### config.mk
export PLATFORM = sky130hd
export DESIGN_NAME = pipe_hazard_ctrl
export DESIGN_NICKNAME = d
export VERILOG_FILES = /design/src/rtl/pipe_hazard_ctrl.sv
export SDC_FILE = /design/constraint.sdc
export NUM_CORES = 1
export LEC_CHECK = 0
export ABC_CLOCK_PERIOD_IN_PS = 3800
export CAP_MARGIN = 20
export CORE_MARGIN = 3
export CORE_UTILIZATION = 30
export CTS_CLUSTER_SIZE = 28
export DETAILED_ROUTE_END_ITERATION = 8
export PLACE_DENSITY_LB_ADDON = 0.2
export REMOVE_ABC_BUFFERS = 1
export SLEW_MARGIN = 25
export SYNTH_ARGS = -nofsm -noshare
export SYNTH_HDL_FRONTEND = slang
export SYNTH_SLANG_ARGS = --single-unit
### constraint.sdc
create_clock -name clk -period 3.8 [get_ports clk]
set_input_delay 0.95 -clock clk [delete_from_list [all_inputs] [get_ports clk]]
set_output_delay 0.95 -clock clk [all_outputs]
set_load 0.02 [all_outputs]
### src/rtl/pipe_hazard_ctrl.sv
// Hazard/sequencing controller for a 5-stage pipeline: stall, bubble, flush and EX forwarding selects.
// Optional operand forwarding is enabled by defining PIPE_FORWARD_EN.
module pipe_hazard_ctrl #(
  parameter int CNT_W = 16
) (
  input  logic             clk,
  input  logic             rst_n,
  input  logic [31:0]      instr_in,
  input  logic             branch_taken_in,
  output logic             stall_out,
  output logic             bubble_out,
  output logic             flush_out,
  output logic [1:0]       fwd_rs_sel_out,
  output logic [1:0]       fwd_rt_sel_out,
  output logic [CNT_W-1:0] stall_cnt_out
);

  typedef struct packed {
    logic       valid;
    logic [4:0] dst;
    logic       is_load;
  } slot_t;

  typedef enum logic {RUN, STALL} state_t;

  state_t     state;
  logic [1:0] cnt;
  slot_t      slot_ex, slot_mem, slot_wb, dec;
  logic [5:0] op;
  logic [4:0] rs, rt, rd;
  logic       rs_use, rt_use;
  logic       rs_ex, rt_ex, rs_mem, rt_mem;
  logic       hazard;
  logic [1:0] need;
  logic [1:0] sel_rs, sel_rt;

  assign op = instr_in[31:26];
  assign rs = instr_in[25:21];
  assign rt = instr_in[20:16];
  assign rd = instr_in[15:11];

  always_comb begin
    rs_use = 1'b0;
    rt_use = 1'b0;
    dec    = '0;
    case (op)
      6'h00: begin
        rs_use = 1'b1; rt_use = 1'b1;
        dec.valid = 1'b1; dec.dst = rd;
      end
      6'h08, 6'h0A, 6'h0C, 6'h0D: begin
        rs_use = 1'b1;
        dec.valid = 1'b1; dec.dst = rt;
      end
      6'h23: begin
        rs_use = 1'b1;
        dec.valid = 1'b1; dec.dst = rt; dec.is_load = 1'b1;
      end
      6'h2B, 6'h04, 6'h05: begin
        rs_use = 1'b1; rt_use = 1'b1;
      end
      default: ;
    endcase
    // $0 is hardwired, so it neither produces nor consumes a dependency
    if (dec.dst == 5'd0) dec.valid = 1'b0;
  end

  function automatic logic hit(slot_t s, logic use_src, logic [4:0] r);
    return s.valid && use_src && (r != 5'd0) && (s.dst == r);
  endfunction

  assign rs_ex  = hit(slot_ex,  rs_use, rs);
  assign rt_ex  = hit(slot_ex,  rt_use, rt);
  assign rs_mem = hit(slot_mem, rs_use, rs);
  assign rt_mem = hit(slot_mem, rt_use, rt);

`ifdef PIPE_FORWARD_EN
  assign hazard = slot_ex.is_load && (rs_ex || rt_ex);
  assign need   = 2'd0;
  assign sel_rs = rs_ex ? 2'b01 : (rs_mem ? 2'b10 : 2'b00);
  assign sel_rt = rt_ex ? 2'b01 : (rt_mem ? 2'b10 : 2'b00);
`else
  // youngest producer sets the stall length: EX needs 2 cycles, MEM needs 1
  assign hazard = rs_ex || rt_ex || rs_mem || rt_mem;
  assign need   = (rs_ex || rt_ex) ? 2'd1 : 2'd0;
  assign sel_rs = 2'b00;
  assign sel_rt = 2'b00;
`endif

  always_comb begin
    stall_out  = 1'b0;
    bubble_out = 1'b0;
    flush_out  = 1'b0;
    if (!rst_n) begin
      stall_out  = 1'b0;
    end else if (branch_taken_in) begin
      flush_out  = 1'b1;
      bubble_out = 1'b1;
    end else if (state == STALL || hazard) begin
      stall_out  = 1'b1;
      bubble_out = 1'b1;
    end
  end

  always_ff @(posedge clk) begin
    if (!rst_n) begin
      state          <= RUN;
      cnt            <= 2'd0;
      slot_ex        <= '0;
      slot_mem       <= '0;
      slot_wb        <= '0;
      fwd_rs_sel_out <= 2'b00;
      fwd_rt_sel_out <= 2'b00;
      stall_cnt_out  <= '0;
    end else begin
      slot_wb        <= slot_mem;
      slot_mem       <= slot_ex;
      slot_ex        <= bubble_out ? slot_t'('0) : dec;
      fwd_rs_sel_out <= bubble_out ? 2'b00 : sel_rs;
      fwd_rt_sel_out <= bubble_out ? 2'b00 : sel_rt;
      if (stall_out && (stall_cnt_out != '1))
        stall_cnt_out <= stall_cnt_out + {{(CNT_W-1){1'b0}}, 1'b1};
      if (branch_taken_in) begin
        state <= RUN;
        cnt   <= 2'd0;
      end else if (state == RUN) begin
        if (hazard) begin
          cnt   <= need;
          state <= (need != 2'd0) ? STALL : RUN;
        end
      end else begin
        cnt <= cnt - 2'd1;
        if (cnt <= 2'd1) state <= RUN;
      end
    end
  end

  // write-first register file: the WB slot is kept only for completeness
  logic unused_bits;
  assign unused_bits = ^{instr_in[10:0], slot_wb, slot_mem.is_load, slot_ex.is_load};

endmodule

Yosys cells after proc, flatten, opt, wreduce, memory -nomap -nowiden
Cells that the tools add are included.
{"block": "totals", "ff_bits": 31, "latch_bits": 0, "mem_bits_rw": 0, "rom_bits": 0, "out_inout_bits": 23, "n_memories": 0}
{"block": "classes", "addsub": 2, "n_mul": 0, "div": 0, "magnitude_cmp": 1, "eq_ne": 13, "shifts": 0, "mux": 17, "n_bitwise": 1, "n_reduce_logical": 29}
{"cell": "equality test 6 x 4 -> 1 bit, second input constant", "count": 4}
{"cell": "equality test 5 bit", "count": 4}
{"cell": "adder 16 x 1 -> 16 bit, second input constant", "count": 1}
{"cell": "inequality test 16 bit, second input constant", "count": 1}
{"cell": "2-to-1 mux 1 bit", "count": 14}
{"cell": "logical AND 1 bit", "count": 13}
{"cell": "equality test 6 x 3 -> 1 bit, second input constant", "count": 2}
{"cell": "equality test 6 bit, second input constant", "count": 2}
{"cell": "case mux 6 bit (2 select lines)", "count": 1}
{"cell": "nonzero test 5 bit", "count": 2}
{"cell": "OR reduction 9 bit", "count": 1}
{"cell": "logical NOT 6 bit", "count": 1}
{"cell": "logical NOT 5 bit", "count": 1}
{"cell": "OR reduction 5 bit", "count": 1}
{"cell": "logical OR 1 bit", "count": 4}
{"cell": "2-to-1 mux 2 bit", "count": 2}
{"cell": "nonzero test 2 bit", "count": 2}
{"cell": "OR reduction 2 bit", "count": 2}
{"cell": "OR reduction 4 bit", "count": 1}
{"cell": "OR reduction 3 bit", "count": 1}
{"cell": "less-or-equal comparator 2 x 1 -> 1 bit, second input constant", "count": 1}
{"cell": "subtractor 2 x 1 -> 2 bit, second input constant", "count": 1}
{"cell": "NOT 1 bit", "count": 1}

Depth between registers and ports, before layout
{"block": "logic_depth", "depth_word": 14, "depth_mapped": 9, "mapped_depth_nobuf": 8}

Worst setup path after synthesis
OpenSTA, ideal clock, no wires.
{"block": "synth_timing", "path_kind": "input -> output", "startpoint": "input port instr_in[20]", "endpoint": "output port bubble_out", "arrival_ns": 2.535, "required_ns": 2.850, "slack_ns": 0.315, "cell_stages": 8, "path_buffers": 2, "path_cell_list": "or4_1 > o21ai_1 > nor4_1 > o2111ai_1 > and2_4 > buf_6 > buf_4 > a21oi_1"}
{"block": "synth_between", "elab_chain_cells": 10, "elab_cells_between_ends": 14, "cone_classes": "eq/ne (2); mux (3); reduce/logical (9)"}
{"element": "start, declared", "line_no": "8", "text": "input logic [31:0] instr_in,"}
{"element": "nonzero test 5 bit", "line_no": "69", "text": "return s.valid && use_src && (r != 5'd0) && (s.dst == r);"}
{"element": "logical AND 1 bit (2 in a row)", "line_no": "69"}
{"element": "logical OR 1 bit (2 in a row)", "line_no": "84", "text": "assign hazard = rs_ex || rt_ex || rs_mem || rt_mem;"}
{"element": "logical OR 1 bit *", "line_no": "84"}
{"element": "logical OR 1 bit *", "line_no": "99", "text": "end else if (state == STALL || hazard) begin"}
{"element": "2-to-1 mux 1 bit *", "line_no": "99"}
{"element": "2-to-1 mux 1 bit *", "line_no": "96", "text": "end else if (branch_taken_in) begin"}
{"element": "2-to-1 mux 1 bit *", "line_no": "94", "text": "if (!rst_n) begin"}
{"element": "end, declared", "line_no": "11", "text": "output logic bubble_out,"}
Mark *: on every way between the ends. The rest lies on a longest branch, timed or not.

Worst setup path in the final report
{"block": "layout_timing", "startpoint": "input port instr_in[21]", "endpoint": "output port bubble_out"}
{"block": "layout_between", "elab_chain_cells": 10, "elab_cells_between_ends": 14, "cone_classes": "eq/ne (2); mux (3); reduce/logical (9)"}
{"element": "nonzero test 5 bit", "line_no": "69"}
{"element": "logical AND 1 bit (2 in a row)", "line_no": "69"}
{"element": "logical OR 1 bit", "line_no": "84"}
{"element": "logical OR 1 bit * (2 in a row)", "line_no": "84"}
{"element": "logical OR 1 bit *", "line_no": "99"}
{"element": "2-to-1 mux 1 bit *", "line_no": "99"}
{"element": "2-to-1 mux 1 bit *", "line_no": "96"}
{"element": "2-to-1 mux 1 bit *", "line_no": "94"}
Marks and branches as above.

==> results_dict.tcl <==
set metrics [dict create \
    multiInputGateArea_mm2 0.00109 \
    vias 1769 \
    dr.pass1.iters 4 \
    chipHeight_um 82.6 \
    coreArea_mm2 0.00557 \
    drc_errors 0 \
    r2r_slack_ns 1.51 \
    switchingPower_w 0.000166 \
    synth_cells 214 \
    std_cell_rows 27 \
    wl_per_cell_um 13.2 \
    ys_ff_latch 31 \
    drive_gt1_share_pct 16.8 \
    path_depth 8 \
    hold_viol 0 \
    power.share.clock_pct 40.1 \
    dp_hpwl_um 3550 \
    fin_area_mm2 0.00259 \
    cp.required_ns 2.85 \
    power.density_mw_per_mm2 273 \
    postCtsHoldBufs 0 \
    combPwrFrac_pct 13.7 \
    leakage_nw 0.968 \
    path_clk_slew_ns 0.07 \
    grt_start_max_net_pins 20 \
    critPathLaunchType "input pin" \
    crit_buf_inv 2 \
    synthTopCellsByArea "dfxtp_1, xnor2_1, nor2_1" \
    htreeDepth 2 \
    fin_crit_sh_pct 96.8 \
    ys_types 42 \
    clock.fmax_mhz 272 \
    period_needed_ns 3.68 \
    path_cells "clkdlybuf4s50_1 > xnor2_1 > nand3_1 > nor4_1 > o2111ai_1 > and2_4 > a21oi_1 > buf_4" \
    area_growth_pct 47.4 \
    synth-async-reset-ratio_pct 0 \
    synth_top_cell_by_area "dfxtp_1" \
    cts_num_sinks 31 \
    outcome "complete, no violations" \
    path_max_fanout 3 \
    grt-busiest-layer "met2" \
    worstSetupEndpoint "bubble_out" \
    synth_ff_type "dfxtp_1" \
    crit_start "instr_in[21]" \
    p_int_w 0.000543 \
    dp_slack_ns -0.406 \
    layout.nets 322 \
    max_cap_violations 0 \
    crit_type "input pin to output pin" \
    cp_data_arrival_time_ns 2.73 \
    ant_nets 0 \
    endpoint_kind "output pin" \
    grt.met2_usage_pct 22.7 \
    seqCellArea_um2 621 \
    io_pins 58 \
    overflow 0 \
    die_x_um 82.6 \
    cts-root-buf "clkbuf_8" \
    clock_skew_ns 0.00798 \
    r2r-end "stall_cnt_out[15]" \
    hold_class "flop to flop" \
    diodes 0 \
    synth_top_area_share_pct 35.3 \
    fin_ws_ns 0.122 \
    synth_edf_count 0 \
    gp_congestion 0.803 \
    dieArea_mm2 0.00682 \
    finalSetupViolCount 0 \
    grt_pass1_vias 1638 \
    grt_util_met3_pct 3.90 \
    dpl_cell_area_mm2 0.00241 \
    fillers 564 \
    antenna_found_initial 0 \
    avgSynthCellArea_um2 8.22 \
    slew_viol_final 0 \
    start_util_pct 31.6 \
    grtUsageMet1_pct 18.5 \
    r2r_cells 8 \
    ir_worst_vdd_mv 0.172 \
    slowest_delay_ns 0.58 \
    rr_startpoint "stall_cnt_out[0]" \
    p_sw_share_pct 23.4 \
    tritoncts "done" \
    cts-buffers-inserted 5 \
    yosysWarnings 0 \
    critPathSlowestCell "clkdlybuf4s50_1" \
    clk_latency_ns 0.28 \
    wl_um 4720 \
    crit_family "buffers and inverters" \
    io_buffers 42 \
    routed_via_density 4.94 \
    p_seq_share_pct 46.2 \
    syn-cell-area_mm2 0.00176 \
    synth_seq_area_share_pct 35.3 \
    grt_pass1_wl_um 7450 \
    clockBufferDepth 2 \
    dr.first_iter.drc_count 63 \
    grt_use_total_pct 14.2 \
]
-- area by class of cell --
type,count,share of cell area [%]
Timing Repair Buffer,72,25.4
Clock buffer,8,3.86
Tap cell,72,3.47
Sequential cell,31,23.9
Multi-Input combinational cell,167,42.1
Inverter,8,1.16
-- flip-flops by register name, summed over array words and instances (netlist names) --
register / count
cnt: 2
slot_mem: 6
slot_ex: 6
state: 1
stall_cnt_out: 16
-- worst register-to-register path: stages (launching register included) --
cell	delay (ns)
dfxtp_1	0.35
ha_1	0.22
and3_1	0.19
nand3_1	0.24
or3_1	0.20
nor2_1	0.06
or4_1	0.51
or3_1	0.31
a21oi_1	0.14
-- how the worst min path moves through the flow --
| stage | startpoint | end | slack (ns) | cells past startpoint |
|---|---|---|---|---|
| floorplan | slot_ex[6] | slot_mem[6] | 0.43 | 1 |
| global placement | slot_ex[6] | slot_mem[6] | 0.45 | 1 |
| detailed placement | slot_ex[6] | slot_mem[6] | 0.46 | 1 |
| CTS | slot_ex[6] | slot_mem[6] | 0.48 | 1 |
| global route | slot_ex[6] | slot_mem[6] | 0.51 | 1 |
| finish | slot_ex[6] | slot_mem[6] | 0.47 | 1 |
-- placed cells by master, fill, tap and decap left out, types with 3 or more instances in the layout --
cell type        Yosys  final
o31ai_1              4      4
dlymetal6s2s_1       0      8
or3_1                3      3
conb_1               1      4
o21ai_0              5      5
a22oi_1              8      8
nand3_1             10     10
nand4b_1             3      3
clkdlybuf4s50_1      0     31
inv_1                8      8
mux2i_1              6      6
or4_1                7      5
o41ai_1              5      4
xnor2_1             18     18
dfxtp_1             31     31
nand4_1              5      5
buf_4                5     32
and2_1               7      7
a21oi_1             11     11
clkbuf_8             0      7
nand2_1             19     19
and3_1               5      5
nor2_1              21     19
-- Yosys cell counts, drive strengths merged, types with 4 or more instances --
master  instances
nand3          10
nor2           21
and2            8
dfxtp          31
nand2          20
mux2i           6
inv             8
o21ai           6
nand4           5
and3            5
o41ai           5
a21oi          11
buf             8
or4             7
a22oi           8
o31ai           4
xnor2          18
-- metal layers --
| metal | up-vias | share of wire, % |
|---|---|---|
| li1 | 917 | - |
| met5 | - | 0 |
| met4 | 0 | 1.1 |
| met2 | 32 | 46 |
| met3 | 5 | 4.9 |
| met1 | 815 | 48 |
-- metrics by stage --
stage	utilization (%)	std cells	TNS [ns]	hold slack (ns)	total power, W
floorplan	-	206	0	0.431	0.000367
global placement	43.3	347	-0.815	0.449	0.000430
detailed placement	43.3	347	-0.806	0.460	0.000430
CTS	45.3	356	0	0.476	0.000716
global route	46.5	358	-0.00258	0.506	0.000741
finish	46.5	358	0	0.468	0.000709
-- power groups by stage --
stage / logic (W) / clock network [W] / registers [W]
after floorplan: 0.0000326 / 0 / 0.000334
after global placement: 0.0000952 / 0 / 0.000334
after detailed placement: 0.0000953 / 0 / 0.000334
after CTS: 0.0000963 / 0.000293 / 0.000327
after global routing: 0.000105 / 0.000308 / 0.000327
final: 0.0000972 / 0.000284 / 0.000327
-- cell families (layout without fill, tap and decap cells) --
logic type	count (synthesis)	after routing	share of synthesized area, %
simple gates	93	93	28.1
compound gates	42	42	16.0
flops	31	31	35.3
xor+xnor	20	20	9.96
buf+inv	19	88	5.62
mux	6	6	3.41
fa+ha+maj	2	2	1.42
other cells	1	4	0.213
-- what timing repair did --
item | 4_1_cts | 5_1_grt
gates resized for setup | 13 | 15
pin swaps | 2 | 8
endpoints found under the setup margin | 2 | 2
setup buffers | 1 | 2
Power figures use the tool's default switching activity.
